==> config.mk <==
export PLATFORM = sky130hd
export DESIGN_NAME = seven_seg_scan_driver
export DESIGN_NICKNAME = d
export VERILOG_FILES = /design/src/rtl/seven_seg_pkg.sv /design/src/rtl/seven_seg_hex_decoder.sv /design/src/rtl/seven_seg_scan_driver.sv
export SDC_FILE = /design/constraint.sdc
export NUM_CORES = 1
export LEC_CHECK = 0
export ABC_CLOCK_PERIOD_IN_PS = 6800
export CAP_MARGIN = 20
export CORE_UTILIZATION = 60
export DETAILED_ROUTE_END_ITERATION = 10
export GPL_ROUTABILITY_DRIVEN = 0
export PLACE_DENSITY = 0.8
export SYNTH_ARGS = -nofsm -noshare
export SYNTH_HDL_FRONTEND = slang
export SYNTH_SLANG_ARGS = --single-unit
==> constraint.sdc <==
create_clock -name clk -period 6.8 [get_ports clk]
set_input_delay 1.36 -clock clk [delete_from_list [all_inputs] [get_ports clk]]
set_output_delay 1.36 -clock clk [all_outputs]
set_load 0.02 [all_outputs]
==> src/rtl/seven_seg_pkg.sv <==
// Shared definitions for the multiplexed seven-segment display driver:
// hex segment table, slot state encoding and pin polarity helper.
package seven_seg_pkg;

    typedef enum logic {
        BLANK = 1'b0,
        ON    = 1'b1
    } slot_state_e;

    // Active-high patterns, bit 6 = g ... bit 0 = a
    localparam logic [6:0] HEX_SEG [16] = '{
        7'h3F, 7'h06, 7'h5B, 7'h4F, 7'h66, 7'h6D, 7'h7D, 7'h07,
        7'h7F, 7'h6F, 7'h77, 7'h7C, 7'h39, 7'h5E, 7'h79, 7'h71
    };

    function automatic logic [6:0] seg_polarity(input logic [6:0] pattern,
                                                input logic       active_low);
        return active_low ? ~pattern : pattern;
    endfunction

endpackage

==> src/rtl/seven_seg_hex_decoder.sv <==
// Combinational nibble to active-high seven-segment pattern lookup.
module seven_seg_hex_decoder
    import seven_seg_pkg::*;
(
    input  logic [3:0] nibble,
    output logic [6:0] pattern
);

    assign pattern = HEX_SEG[nibble];

endmodule

==> src/rtl/seven_seg_scan_driver.sv <==
// Time-multiplexed N-digit seven-segment driver with blanking slots,
// leading-zero suppression and frame-synchronous (tear-free) updates.
module seven_seg_scan_driver
    import seven_seg_pkg::*;
#(
    parameter  int NUM_DIGITS     = 4,
    parameter  int CLK_DIV        = 50000,
    parameter  int BLANK_CYCLES   = 4,
    parameter  bit SEG_ACTIVE_LOW = 1'b1,
    parameter  bit AN_ACTIVE_LOW  = 1'b1,
    localparam int IDX_W          = (NUM_DIGITS > 1) ? $clog2(NUM_DIGITS) : 1
) (
    input  logic                    clk,
    input  logic                    rst_n,
    input  logic [4*NUM_DIGITS-1:0] value,
    input  logic [NUM_DIGITS-1:0]   dp,
    input  logic [NUM_DIGITS-1:0]   digit_en,
    input  logic                    lzb,
    input  logic                    load,
    output logic [6:0]              seg,
    output logic                    seg_dp,
    output logic [NUM_DIGITS-1:0]   an,
    output logic [IDX_W-1:0]        scan_idx,
    output logic                    frame_done
);

    localparam int                DIV_W     = (CLK_DIV > 1) ? $clog2(CLK_DIV) : 1;
    localparam logic [DIV_W-1:0]  DIV_MAX   = DIV_W'(CLK_DIV - 1);
    localparam logic [DIV_W-1:0]  BLANK_END = DIV_W'(BLANK_CYCLES);
    localparam logic [IDX_W-1:0]  SCAN_MAX  = IDX_W'(NUM_DIGITS - 1);
    localparam logic [NUM_DIGITS-1:0] AN_OFF = {NUM_DIGITS{AN_ACTIVE_LOW}};
    localparam slot_state_e       RESET_STATE = (BLANK_CYCLES > 0) ? BLANK : ON;

    logic [DIV_W-1:0]        div_cnt, div_nxt;
    logic [IDX_W-1:0]        scan_nxt;
    logic                    frame_done_nxt;
    slot_state_e             state, state_nxt;

    logic [4*NUM_DIGITS-1:0] pend_value, disp_value;
    logic [NUM_DIGITS-1:0]   pend_dp, pend_en, disp_dp, disp_en;
    logic                    pend_lzb, disp_lzb;

    logic [NUM_DIGITS-1:0]   lz_blank;
    logic [3:0]              cur_nib;
    logic                    cur_dp, cur_en, cur_blank;
    logic [6:0]              cur_pattern;
    logic [NUM_DIGITS-1:0]   an_ah;
    logic [6:0]              seg_ah;
    logic                    dp_ah;

    // frame_done is registered from next-state so it lines up with the last slot cycle
    always_comb begin
        div_nxt  = (div_cnt == DIV_MAX) ? '0 : div_cnt + 1'b1;
        scan_nxt = scan_idx;
        if (div_cnt == DIV_MAX) begin
            scan_nxt = (scan_idx == SCAN_MAX) ? '0 : scan_idx + 1'b1;
        end
        frame_done_nxt = (div_nxt == DIV_MAX) && (scan_nxt == SCAN_MAX);
    end

    always_ff @(posedge clk or negedge rst_n) begin
        if (!rst_n) begin
            div_cnt    <= '0;
            scan_idx   <= '0;
            frame_done <= 1'b0;
        end else begin
            div_cnt    <= div_nxt;
            scan_idx   <= scan_nxt;
            frame_done <= frame_done_nxt;
        end
    end

    always_ff @(posedge clk or negedge rst_n) begin
        if (!rst_n) state <= RESET_STATE;
        else        state <= state_nxt;
    end

    always_comb begin
        state_nxt = (div_nxt < BLANK_END) ? BLANK : ON;
    end

    // Display register only changes at the frame boundary; a coincident load bypasses pending
    always_ff @(posedge clk or negedge rst_n) begin
        if (!rst_n) begin
            pend_value <= '0;
            pend_dp    <= '0;
            pend_en    <= '0;
            pend_lzb   <= 1'b0;
            disp_value <= '0;
            disp_dp    <= '0;
            disp_en    <= '0;
            disp_lzb   <= 1'b0;
        end else begin
            if (load) begin
                pend_value <= value;
                pend_dp    <= dp;
                pend_en    <= digit_en;
                pend_lzb   <= lzb;
            end
            if (frame_done) begin
                disp_value <= load ? value    : pend_value;
                disp_dp    <= load ? dp       : pend_dp;
                disp_en    <= load ? digit_en : pend_en;
                disp_lzb   <= load ? lzb      : pend_lzb;
            end
        end
    end

    always_comb begin : lzb_mask
        logic run;
        run      = disp_lzb;
        lz_blank = '0;
        for (int i = NUM_DIGITS - 1; i > 0; i--) begin
            run         = run && (disp_value[4*i +: 4] == 4'h0);
            lz_blank[i] = run;
        end
    end

    always_comb begin
        cur_nib   = 4'h0;
        cur_dp    = 1'b0;
        cur_en    = 1'b0;
        cur_blank = 1'b0;
        for (int i = 0; i < NUM_DIGITS; i++) begin
            if (scan_idx == IDX_W'(i)) begin
                cur_nib   = disp_value[4*i +: 4];
                cur_dp    = disp_dp[i];
                cur_en    = disp_en[i];
                cur_blank = lz_blank[i];
            end
        end
    end

    seven_seg_hex_decoder u_hex_decoder (
        .nibble  (cur_nib),
        .pattern (cur_pattern)
    );

    always_comb begin
        an_ah  = '0;
        seg_ah = 7'h00;
        dp_ah  = 1'b0;
        if (state == ON) begin
            for (int i = 0; i < NUM_DIGITS; i++) begin
                an_ah[i] = (scan_idx == IDX_W'(i));
            end
            seg_ah = (cur_en && !cur_blank) ? cur_pattern : 7'h00;
            dp_ah  = cur_en && cur_dp;
        end
    end

    // Output stage: one cycle behind the scan state
    always_ff @(posedge clk or negedge rst_n) begin
        if (!rst_n) begin
            an     <= AN_OFF;
            seg    <= seg_polarity(7'h00, SEG_ACTIVE_LOW);
            seg_dp <= SEG_ACTIVE_LOW;
        end else begin
            an     <= an_ah ^ AN_OFF;
            seg    <= seg_polarity(seg_ah, SEG_ACTIVE_LOW);
            seg_dp <= dp_ah ^ SEG_ACTIVE_LOW;
        end
    end

endmodule

# After elaboration in Yosys (flattened, before gate mapping)
# Memory sizes are Yosys's and may differ from the RTL's.
# Index checks and enable logic that the tools add are counted.
# op_classes
addsub	2
magnitude_cmp	2
eq_ne	6
muxes	29
bitwise	4
reduce_logical	11
# ops
op	count
$eq 16x16->1 const B	2
$mux 16	2
$mux 4	7
$mux 7	4
$add 16x1->16 const B	1
$lt 16x3->1 const B	1
$mux 1	14
$logic_not 4->1	3
$not 7->7	1
$eq 2x2->1 const B	3
$logic_and 1x1->1	6
$ge 5x5->1 const B	1
$not 4->5	1
$mux 2	2
$not 4->4	1
$add 2x1->2 const B	1
$eq 2x1->1 const B	1
$logic_not 2->1	1
$logic_not 1->1	1
$not 1->1	1
# word_totals
ff_bits	82
romBits	112
out_inout_bits	15
memories	1
# memory_table
name	words	word_bits	rd	rd_clocked_by_memory_dff	wr	line_no	source
(name not given)	16	7	1	0	0	seven_seg_hex_decoder.sv:9	assign pattern = HEX_SEG[nibble];

# Depth between registers and ports, before layout
# Gate-level depths: netlist of the first run.
# depth
word_depth	12
mapped_depth	11
mapped_depth_nobuf	10

# Cells and area by module
# Synthesis of the first run repeated with hierarchy kept, for this count alone.
# hier_totals
hier_cells	349
area_unflattened_um2	4137.7
# modules_own_cells
mod	n_inst	cells_each	area_each_um2	seq_area_each_um2
seven_seg_scan_driver	1	316	3849.9	2067.0
seven_seg_hex_decoder	1	33	287.8	0.0

# Worst setup path before layout of the first run
# OpenSTA, ideal clock, no wires.
# synth_path
path_type	input to register
from	input port load
to	register disp_value[12]
setup_time_ns	0.125
arrival_time_ns	2.574
setup_slack_ns	4.101
cell_stages	4
cell_sequence	clkbuf_1 -> buf_1 -> mux2_2 -> mux2_2
# synth_via
elab_chain_len	1
# synth_rtl
item	line_no	source
start: declaration	seven_seg_scan_driver.sv:19	input logic load,
$mux 16	seven_seg_scan_driver.sv:101	disp_value <= load ? value : pend_value;
end signal: assignment	seven_seg_scan_driver.sv:101	
end: declaration	seven_seg_scan_driver.sv:39	logic [4*NUM_DIGITS-1:0] pend_value, disp_value;
# Every way passes these cells.
# A chain may end at the register's enable or synchronous reset.

# Final worst setup path of the first run
# layout_path
from	register frame_done
to	output port frame_done
# layout_lines
item	line_no	source
start: declaration	seven_seg_scan_driver.sv:24	output logic frame_done
start signal: assignment	seven_seg_scan_driver.sv:69	frame_done <= frame_done_nxt;
# No word-level cell between the ends.

==> flow_summary.html, run 1 <==
<table>
<tr><th>Metric</th><th>Value</th></tr>
<tr><th colspan="2">Place</th></tr>
<tr><td>Quantity of I/O buffers inserted on ports</td><td>42</td></tr>
<tr><td>Half-perimeter wire length of the detailed placement result</td><td>4720 um</td></tr>
<tr><th colspan="2">Hold path</th></tr>
<tr><td>Path class of the lowest-slack min-delay path</td><td>register to register</td></tr>
<tr><td>Worst hold path startpoint</td><td>pend_en[1]</td></tr>
<tr><th colspan="2">GRT</th></tr>
<tr><td>Global-route wire length before repair</td><td>11,500 um</td></tr>
<tr><td>Vias in the first global route</td><td>2,460</td></tr>
<tr><td>Maximum number of pins on one net before global-route repair</td><td>83</td></tr>
<tr><td>Global-route usage over all layers</td><td>23.5%</td></tr>
<tr><td>Remaining global-route overflow</td><td>0</td></tr>
<tr><td>Initial antenna violation count</td><td>0</td></tr>
<tr><th colspan="2">Synth</th></tr>
<tr><td>Yosys reg bits</td><td>82</td></tr>
<tr><td>Summed instance area of the synthesized netlist</td><td>3820 um^2</td></tr>
<tr><td>Mapped Nets</td><td>360</td></tr>
<tr><td>Largest area contributor in the synthesized netlist</td><td>dfrtp_1</td></tr>
<tr><td>FFs w/ async S/R, synth</td><td>100%</td></tr>
<tr><td>Number of enable-type register cells in the synthesized netlist</td><td>0</td></tr>
<tr><td>YS warnings</td><td>0</td></tr>
<tr><td>Top cell type's share of synthesized area</td><td>45.9%</td></tr>
<tr><td>Distinct cell type count of the synthesized netlist</td><td>56</td></tr>
<tr><td>Syn_area_per_cell</td><td>11.9 um^2</td></tr>
<tr><td>Top cells by area in the synthesized netlist</td><td>dfrtp_1 46%, mux2_2 13%, dfstp_2 8.3%, ha_1 3.9%, nand2_1 2.8%</td></tr>
<tr><td>Instance count of the mapped netlist</td><td>320</td></tr>
<tr><td>Register area share after synthesis</td><td>54.1%</td></tr>
<tr><td>Primary flip-flop cell chosen by synthesis mapping</td><td>dfrtp_1</td></tr>
<tr><th colspan="2">Route</th></tr>
<tr><td>Via density per instance</td><td>5.75</td></tr>
<tr><td>First DRT Iteration DRCs</td><td>164</td></tr>
<tr><td>Final wirelength</td><td>7050 um</td></tr>
<tr><td>Drc violations</td><td>0</td></tr>
<tr><td>Number of search-and-repair iterations in the first detailed-routing pass</td><td>4</td></tr>
<tr><td>Post-DR wirelength/cell</td><td>16.0 um</td></tr>
<tr><td>Total via count after detailed routing</td><td>2,542</td></tr>
<tr><td>Residual antenna-violating net count after detailed routing</td><td>0</td></tr>
<tr><th colspan="2">Critical path</th></tr>
<tr><td>Largest driver fanout on the critical path</td><td>31</td></tr>
<tr><td>Startpoint types</td><td>register</td></tr>
<tr><td>Critical R2R Launch</td><td>scan_idx[0]</td></tr>
<tr><td>Endpoint type of the worst setup path</td><td>output port</td></tr>
<tr><td>Data required time of the critical path</td><td>5.44 ns</td></tr>
<tr><td>Class of the most critical setup path</td><td>register to output port</td></tr>
<tr><td>Arrival time of the worst setup path</td><td>1.70 ns</td></tr>
<tr><td>Launch point of the critical path</td><td>frame_done</td></tr>
<tr><th colspan="2">Run status</th></tr>
<tr><td>Result of the run</td><td>complete, no violations</td></tr>
<tr><th colspan="2">Clock network</th></tr>
<tr><td>Clock slew at reported path FFs</td><td>0.07 ns</td></tr>
<tr><td>Number of hold buffers added after cts</td><td>0</td></tr>
<tr><td>Worst-skew pair later-pin latency</td><td>0.35 ns</td></tr>
<tr><td>Maximum number of buffers from clock root to sink</td><td>2</td></tr>
<tr><td>Clock buffer count from CTS</td><td>9</td></tr>
<tr><td>CTS H-tree depth</td><td>3</td></tr>
<tr><td>Cts repair resizes</td><td>0</td></tr>
<tr><td>Clock tree from TritonCTS</td><td>yes</td></tr>
<tr><td>Clock tree root buffer cell</td><td>clkbuf_8</td></tr>
<tr><td>Number of buffers added for setup after CTS</td><td>0</td></tr>
<tr><td>Sinks on the clock net</td><td>82</td></tr>
<tr><th colspan="2">Cells and area</th></tr>
<tr><td>Ratio of cells with drive above 1 in the final layout</td><td>22.6%</td></tr>
<tr><td>Antenna cells</td><td>0</td></tr>
<tr><td>Sequential cell area</td><td>2070 um^2</td></tr>
<tr><td>Most common cell after layout, fill and taps aside</td><td>dfrtp_1</td></tr>
<tr><td>Area growth from synthesis to layout</td><td>17.4%</td></tr>
<tr><td>Filler instances</td><td>408</td></tr>
<tr><td>Multi-input gate area</td><td>1620 um^2</td></tr>
<tr><td>Highest-count cells in the layout ignoring fill and taps</td><td>70 x dfrtp_1, 45 x mux2_2, 41 x clkdlybuf4s50_1</td></tr>
<tr><td>Net total in the final layout</td><td>402</td></tr>
<tr><td>Core occupancy in the finished layout</td><td>74.4%</td></tr>
<tr><th colspan="2">Die</th></tr>
<tr><td>Die Outline Area</td><td>6690 um^2</td></tr>
<tr><td>Die height</td><td>81.8 um</td></tr>
<tr><td>Core area</td><td>6030 um^2</td></tr>
<tr><td>Die boundary width</td><td>81.8 um</td></tr>
<tr><td>Effective utilization at floorplan</td><td>63.4%</td></tr>
<tr><td>Count of boundary I/O pins</td><td>43</td></tr>
<tr><td>Site row count</td><td>28</td></tr>
<tr><th colspan="2">Timing</th></tr>
<tr><td>Maximum clock frequency</td><td>327 MHz</td></tr>
<tr><td>Final Hold Viols</td><td>0</td></tr>
<tr><td>RSZ-0062 raised after global routing</td><td>false</td></tr>
<tr><td>Pins over their slew limit</td><td>0</td></tr>
<tr><td>Final period demand of the worst path</td><td>3.06 ns</td></tr>
<tr><td>Setup-violating endpoint count in the final report</td><td>0</td></tr>
<tr><td>Setup Skew</td><td>0.0154 ns</td></tr>
<tr><td>Max-slew headroom</td><td>36.9%</td></tr>
<tr><td>Setup tns final</td><td>0 ns</td></tr>
<tr><td>Part of the cycle the worst path needs</td><td>45.0%</td></tr>
<tr><td>Least-Margin Pin Slew</td><td>0.946 ns</td></tr>
<tr><th colspan="2">Power</th></tr>
<tr><td>Static leakage power</td><td>1.96 nW</td></tr>
<tr><td>Max rail drop VDD</td><td>0.000137 V</td></tr>
<tr><td>Areal power density over the cells</td><td>195 nW/um^2</td></tr>
<tr><th colspan="2">Run</th></tr>
<tr><td>Number of maximum-capacitance constraint violations</td><td>0</td></tr>
</table>
[cell usage after synthesis (6+ instances only)]
cell type	n
dfrtp_1	70
nor4_1	6
inv_1	16
ha_1	12
o21ai_0	18
nor3_1	6
xor2_1	8
clkbuf_1	7
dfstp_2	12
nand3_1	6
nand2_1	29
mux2_2	45
a21oi_1	14
nor2_1	12
[logic make-up after synthesis]
| kind of cell | Yosys count | share of synthesized area [%] |
|---|---|---|
| and+or+nand+nor | 83 | 12.5 |
| DFF | 82 | 54.1 |
| AOI/OAI and AO/OA | 53 | 8.78 |
| muxes | 47 | 14.1 |
| buffers and inverters | 30 | 3.54 |
| xor gates and xnor gates | 13 | 2.98 |
| adders and majority gates | 12 | 3.93 |
[flip-flops by register name, summed over array words and instances, names as in the netlist, 2 cells and up]
register    count
disp_value     16
pend_value     16
disp_en         4
seg             7
pend_dp         4
scan_idx        2
div_cnt        16
disp_dp         4
pend_en         4
an              4
[metrics by stage]
stage	instances	worst slack, ns	cell area (um^2)	hold slack [ns]	power [mW]
after floorplan	320	4.10	3820	0.427	0.534
after global placement	424	3.35	4260	0.470	0.562
after detailed placement	424	3.30	4260	0.484	0.564
after CTS	440	3.67	4440	0.492	0.878
after global routing	442	3.63	4480	0.514	0.904
final	442	3.74	4480	0.496	0.875
[critical path, cell delays in order (launching register included)]
cell             delay (ns)
dfrtp_1                0.32
buf_4                  0.35
clkdlybuf4s50_1        0.68
[final timing paths]
| kind | cells past startpoint | endpoint | slack [ns] |
|---|---|---|---|
| setup / recovery | 2 | frame_done | 3.74 |
| hold / removal | 1 | pend_en[1] | 0.50 |
| setup reg to reg | 9 | seg[3] | 3.92 |
| hold reg to reg | 1 | pend_en[1] | 0.50 |
| max in group asynchronous | 2 | an[2] | 5.39 |
| min in group asynchronous | 1 | disp_value[3] | 0.80 |
[area by class of cell]
type	instances	share of cell area [%]
inverter	16	1.34
clock inverter	2	0.307
sequential	82	46.1
multi-input combinational	208	36.1
timing repair buffer	45	10.4
tap	75	2.09
clock buffer	14	3.63
[report_power, final]
group	internal (mW)	total, mW	switching [mW]
registers	0.502	0.506	0.00357
clock network	0.153	0.319	0.165
logic	0.0292	0.0505	0.0212
[layer usage]
layer | GRT usage [%] | wire [um] | up-vias | part of all wire, %
li1 | - | - | 1215 | -
met1 | 32.2 | 3330 | 1250 | 47
met2 | 37.1 | 3300 | 66 | 47
met3 | 4.33 | 309 | 11 | 4.4
met4 | 9.47 | 115 | 0 | 1.6
met5 | 0 | 0 | - | 0
No activity file was read; power rests on OpenSTA's default activity.
==> inputs of run 2 (changes only) <==
--- a/config.mk
+++ b/config.mk
@@ -5,12 +5,12 @@
 export SDC_FILE = /design/constraint.sdc
 export NUM_CORES = 1
 export LEC_CHECK = 0
-export ABC_CLOCK_PERIOD_IN_PS = 6800
+export ABC_CLOCK_PERIOD_IN_PS = 2800
 export CAP_MARGIN = 20
-export CORE_UTILIZATION = 60
+export CORE_UTILIZATION = 50
 export DETAILED_ROUTE_END_ITERATION = 10
 export GPL_ROUTABILITY_DRIVEN = 0
-export PLACE_DENSITY = 0.8
+export PLACE_DENSITY = 0.71
 export SYNTH_ARGS = -nofsm -noshare
 export SYNTH_HDL_FRONTEND = slang
 export SYNTH_SLANG_ARGS = --single-unit
==> constraint.sdc (replaced) <==
create_clock -name clk -period 2.8 [get_ports clk]
set_input_delay 0.56 -clock clk [delete_from_list [all_inputs] [get_ports clk]]
set_output_delay 0.56 -clock clk [all_outputs]
set_load 0.02 [all_outputs]
==> run 2 against run 1 <==
Compared with the run above: register-to-register slack worse by 3.6 ns; combinational power is 140% higher; critical path depth is 7 higher; critical endpoint is now seg[3]; sequential share of layout area is 0.26 points lower; non-clock buffer count is 3 higher.
==> flow_summary.html, run 2 (synthesis results as in run 1) <==
<table>
<tr><th>Metric</th><th>Value</th></tr>
<tr><th colspan="2">Cells and area</th></tr>
<tr><td>Area growth from synthesis to layout</td><td>18.0%</td></tr>
<tr><td>Ratio of cells with drive above 1 in the final layout</td><td>24.1% (+1.4 points)</td></tr>
<tr><td>Multi-input gate area</td><td>1620 um^2 (unchanged)</td></tr>
<tr><td>Highest-count cells in the layout ignoring fill and taps</td><td>70 x dfrtp_1, 45 x mux2_2, 41 x clkdlybuf4s50_1</td></tr>
<tr><td>Most common cell after layout, fill and taps aside</td><td>dfrtp_1</td></tr>
<tr><td>Antenna cells</td><td>0 (unchanged)</td></tr>
<tr><td>Net total in the final layout</td><td>405 (+0.75%)</td></tr>
<tr><td>Number of standard cells in the final layout excluding fillers</td><td>469 (+6.1%)</td></tr>
<tr><td>Sequential cell area</td><td>2070 um^2 (unchanged)</td></tr>
<tr><td>Filler instances</td><td>584 (+43%)</td></tr>
<tr><td>Biggest regs</td><td>disp_value: 16 flops, div_cnt: 16 flops, pend_value: 16 flops</td></tr>
<tr><th colspan="2">Die</th></tr>
<tr><td>Die Outline Area</td><td>7990 um^2 (+19%)</td></tr>
<tr><td>Die boundary width</td><td>89.4 um (+9.3%)</td></tr>
<tr><td>Site row count</td><td>31 (+11%)</td></tr>
<tr><td>Die height</td><td>89.4 um (+9.3%)</td></tr>
<tr><td>Effective utilization at floorplan</td><td>52.1% (-11 points)</td></tr>
<tr><td>Count of boundary I/O pins</td><td>43 (unchanged)</td></tr>
<tr><td>Core area</td><td>7330 um^2 (+22%)</td></tr>
<tr><th colspan="2">Place</th></tr>
<tr><td>Half-perimeter wire length of the detailed placement result</td><td>4990 um (+5.9%)</td></tr>
<tr><td>Quantity of I/O buffers inserted on ports</td><td>42 (unchanged)</td></tr>
<tr><td>Placed Cells</td><td>453 (+6.8%)</td></tr>
<tr><th colspan="2">Timing</th></tr>
<tr><td>Setup tns final</td><td>0 ns (unchanged)</td></tr>
<tr><td>Final period demand of the worst path</td><td>2.51 ns</td></tr>
<tr><td>Final Hold Viols</td><td>0 (unchanged)</td></tr>
<tr><td>Maximum clock frequency</td><td>399 MHz</td></tr>
<tr><td>Pins over their slew limit</td><td>0 (unchanged)</td></tr>
<tr><td>Part of the cycle the worst path needs</td><td>89.5%</td></tr>
<tr><td>Max-slew headroom</td><td>36.1% (-0.80 points)</td></tr>
<tr><td>Setup Skew</td><td>0.00945 ns (-0.00592 ns)</td></tr>
<tr><td>Setup-violating endpoint count in the final report</td><td>0 (unchanged)</td></tr>
<tr><td>Least-Margin Pin Slew</td><td>0.958 ns (+0.0119 ns)</td></tr>
<tr><td>RSZ-0062 raised after global routing</td><td>false</td></tr>
<tr><td>Worst slack on hold paths</td><td>0.363 ns (-0.134 ns)</td></tr>
<tr><th colspan="2">Critical path</th></tr>
<tr><td>Endpoint of the worst register-to-register path</td><td>seg[3]</td></tr>
<tr><td>Class of the most critical setup path</td><td>register to register</td></tr>
<tr><td>Data required time of the critical path</td><td>3.07 ns (-2.37 ns)</td></tr>
<tr><td>Worst r2r path cells</td><td>9 (unchanged)</td></tr>
<tr><td>Startpoint types</td><td>register</td></tr>
<tr><td>Critical R2R Launch</td><td>scan_idx[0]</td></tr>
<tr><td>Arrival time of the worst setup path</td><td>2.78 ns (+1.08 ns)</td></tr>
<tr><td>Register-to-Register Setup Slack</td><td>0.29 ns (-3.63 ns)</td></tr>
<tr><td>Largest driver fanout on the critical path</td><td>14 (-55%)</td></tr>
<tr><td>Endpoint type of the worst setup path</td><td>register</td></tr>
<tr><th colspan="2">Power</th></tr>
<tr><td>Static leakage power</td><td>1.96 nW (about the same)</td></tr>
<tr><td>Final Total Pwr</td><td>2.11 mW (+140%)</td></tr>
<tr><td>Areal power density over the cells</td><td>467 nW/um^2 (+140%)</td></tr>
<tr><td>Max rail drop VDD</td><td>0.000313 V (+130%)</td></tr>
<tr><th colspan="2">Hold path</th></tr>
<tr><td>Path class of the lowest-slack min-delay path</td><td>primary input to asynchronous set/reset pin</td></tr>
<tr><th colspan="2">Clock network</th></tr>
<tr><td>Worst-skew pair later-pin latency</td><td>0.35 ns (about the same)</td></tr>
<tr><td>Sinks on the clock net</td><td>82 (unchanged)</td></tr>
<tr><td>Clock tree root buffer cell</td><td>clkbuf_8</td></tr>
<tr><td>Clock buffer count from CTS</td><td>9 (unchanged)</td></tr>
<tr><td>CTS H-tree depth</td><td>3 (unchanged)</td></tr>
<tr><td>Number of hold buffers added after cts</td><td>0 (unchanged)</td></tr>
<tr><td>Clock slew at reported path FFs</td><td>0.09 ns (+0.02 ns)</td></tr>
<tr><td>Clock tree from TritonCTS</td><td>yes</td></tr>
<tr><td>Cts repair resizes</td><td>0 (unchanged)</td></tr>
<tr><td>Number of buffers added for setup after CTS</td><td>0 (unchanged)</td></tr>
<tr><td>Maximum number of buffers from clock root to sink</td><td>2 (unchanged)</td></tr>
<tr><th colspan="2">Route</th></tr>
<tr><td>Via density per instance</td><td>5.47 (-4.9%)</td></tr>
<tr><td>Post-DR wirelength/cell</td><td>15.2 um (-4.8%)</td></tr>
<tr><td>Final wirelength</td><td>7130 um (+1.0%)</td></tr>
<tr><td>Number of search-and-repair iterations in the first detailed-routing pass</td><td>4 (unchanged)</td></tr>
<tr><td>First DRT Iteration DRCs</td><td>122 (-26%)</td></tr>
<tr><td>Total via count after detailed routing</td><td>2,566 (+0.94%)</td></tr>
<tr><td>Drc violations</td><td>0 (unchanged)</td></tr>
<tr><td>Residual antenna-violating net count after detailed routing</td><td>0 (unchanged)</td></tr>
<tr><th colspan="2">GRT</th></tr>
<tr><td>Initial antenna violation count</td><td>0 (unchanged)</td></tr>
<tr><td>Maximum number of pins on one net before global-route repair</td><td>81 (-2.4%)</td></tr>
<tr><td>Vias in the first global route</td><td>2,580 (+4.9%)</td></tr>
<tr><td>Remaining global-route overflow</td><td>0 (unchanged)</td></tr>
<tr><td>Global-route wire length before repair</td><td>12,000 um (+4.2%)</td></tr>
<tr><td>Global-route usage over all layers</td><td>20.1% (-3.4 points)</td></tr>
<tr><th colspan="2">Run</th></tr>
<tr><td>Number of maximum-capacitance constraint violations</td><td>0 (unchanged)</td></tr>
<tr><th colspan="2">Run status</th></tr>
<tr><td>Result of the run</td><td>complete, no violations</td></tr>
</table>
## run 2: power breakdown
group,total [mW],switching [mW],leakage (nW),internal [mW]
Sequential,1.23,0.00783,1.00,1.22
Clock,0.762,0.434,0.0900,0.328
Combinational,0.119,0.0511,0.869,0.0675
Total,2.11,0.493,1.96,1.61
## run 2: stage by stage
step | cell area, um^2 | worst slack [ns] | util [%]
floorplan | 3820 | 0.183 | -
global placement | 4330 | 0.405 | 59.1
detailed placement | 4330 | 0.329 | 59.1
CTS | 4510 | 0.314 | 61.5
global route | 4510 | 0.112 | 61.5
finish | 4510 | 0.294 | 61.5
## run 2: layer usage
metal | routed length (um) | part of all wire [%] | GRT usage [%]
met1 | 3310 | 46 | 26.1
met2 | 3380 | 47 | 33.5
met3 | 336 | 4.7 | 4.16
met4 | 106 | 1.5 | 7.50
met5 | 0 | 0 | 0
## run 2: critical path, cell delays in order (launching register included)
cell      delay [ns]
dfrtp_1         0.46
inv_1           0.10
ha_1            0.36
a21oi_1         0.16
o21ai_0         0.11
a22oi_1         0.26
inv_1           0.12
ha_1            0.25
mux4_2          0.46
nand2b_1        0.15
## run 2: how the worst max path moves through the flow
stage,depth (start not counted),slack [ns],to,startpoint
finish,9,0.29,seg[3],scan_idx[0]
global route,9,0.11,seg[3],scan_idx[0]
CTS,9,0.31,seg[3],scan_idx[0]
detailed placement,9,0.33,seg[3],scan_idx[0]
global placement,9,0.40,seg[3],scan_idx[0]
floorplan,10,0.18,seg[3],scan_idx[0]
## run 2: layout make-up
type | count | area share, %
Clock buffer | 9 | 2.75
Inverter | 16 | 1.33
Tap cell | 99 | 2.75
Multi-Input combinational cell | 208 | 35.9
Timing Repair Buffer | 48 | 10.3
Clock inverter | 7 | 1.17
Sequential cell | 82 | 45.9
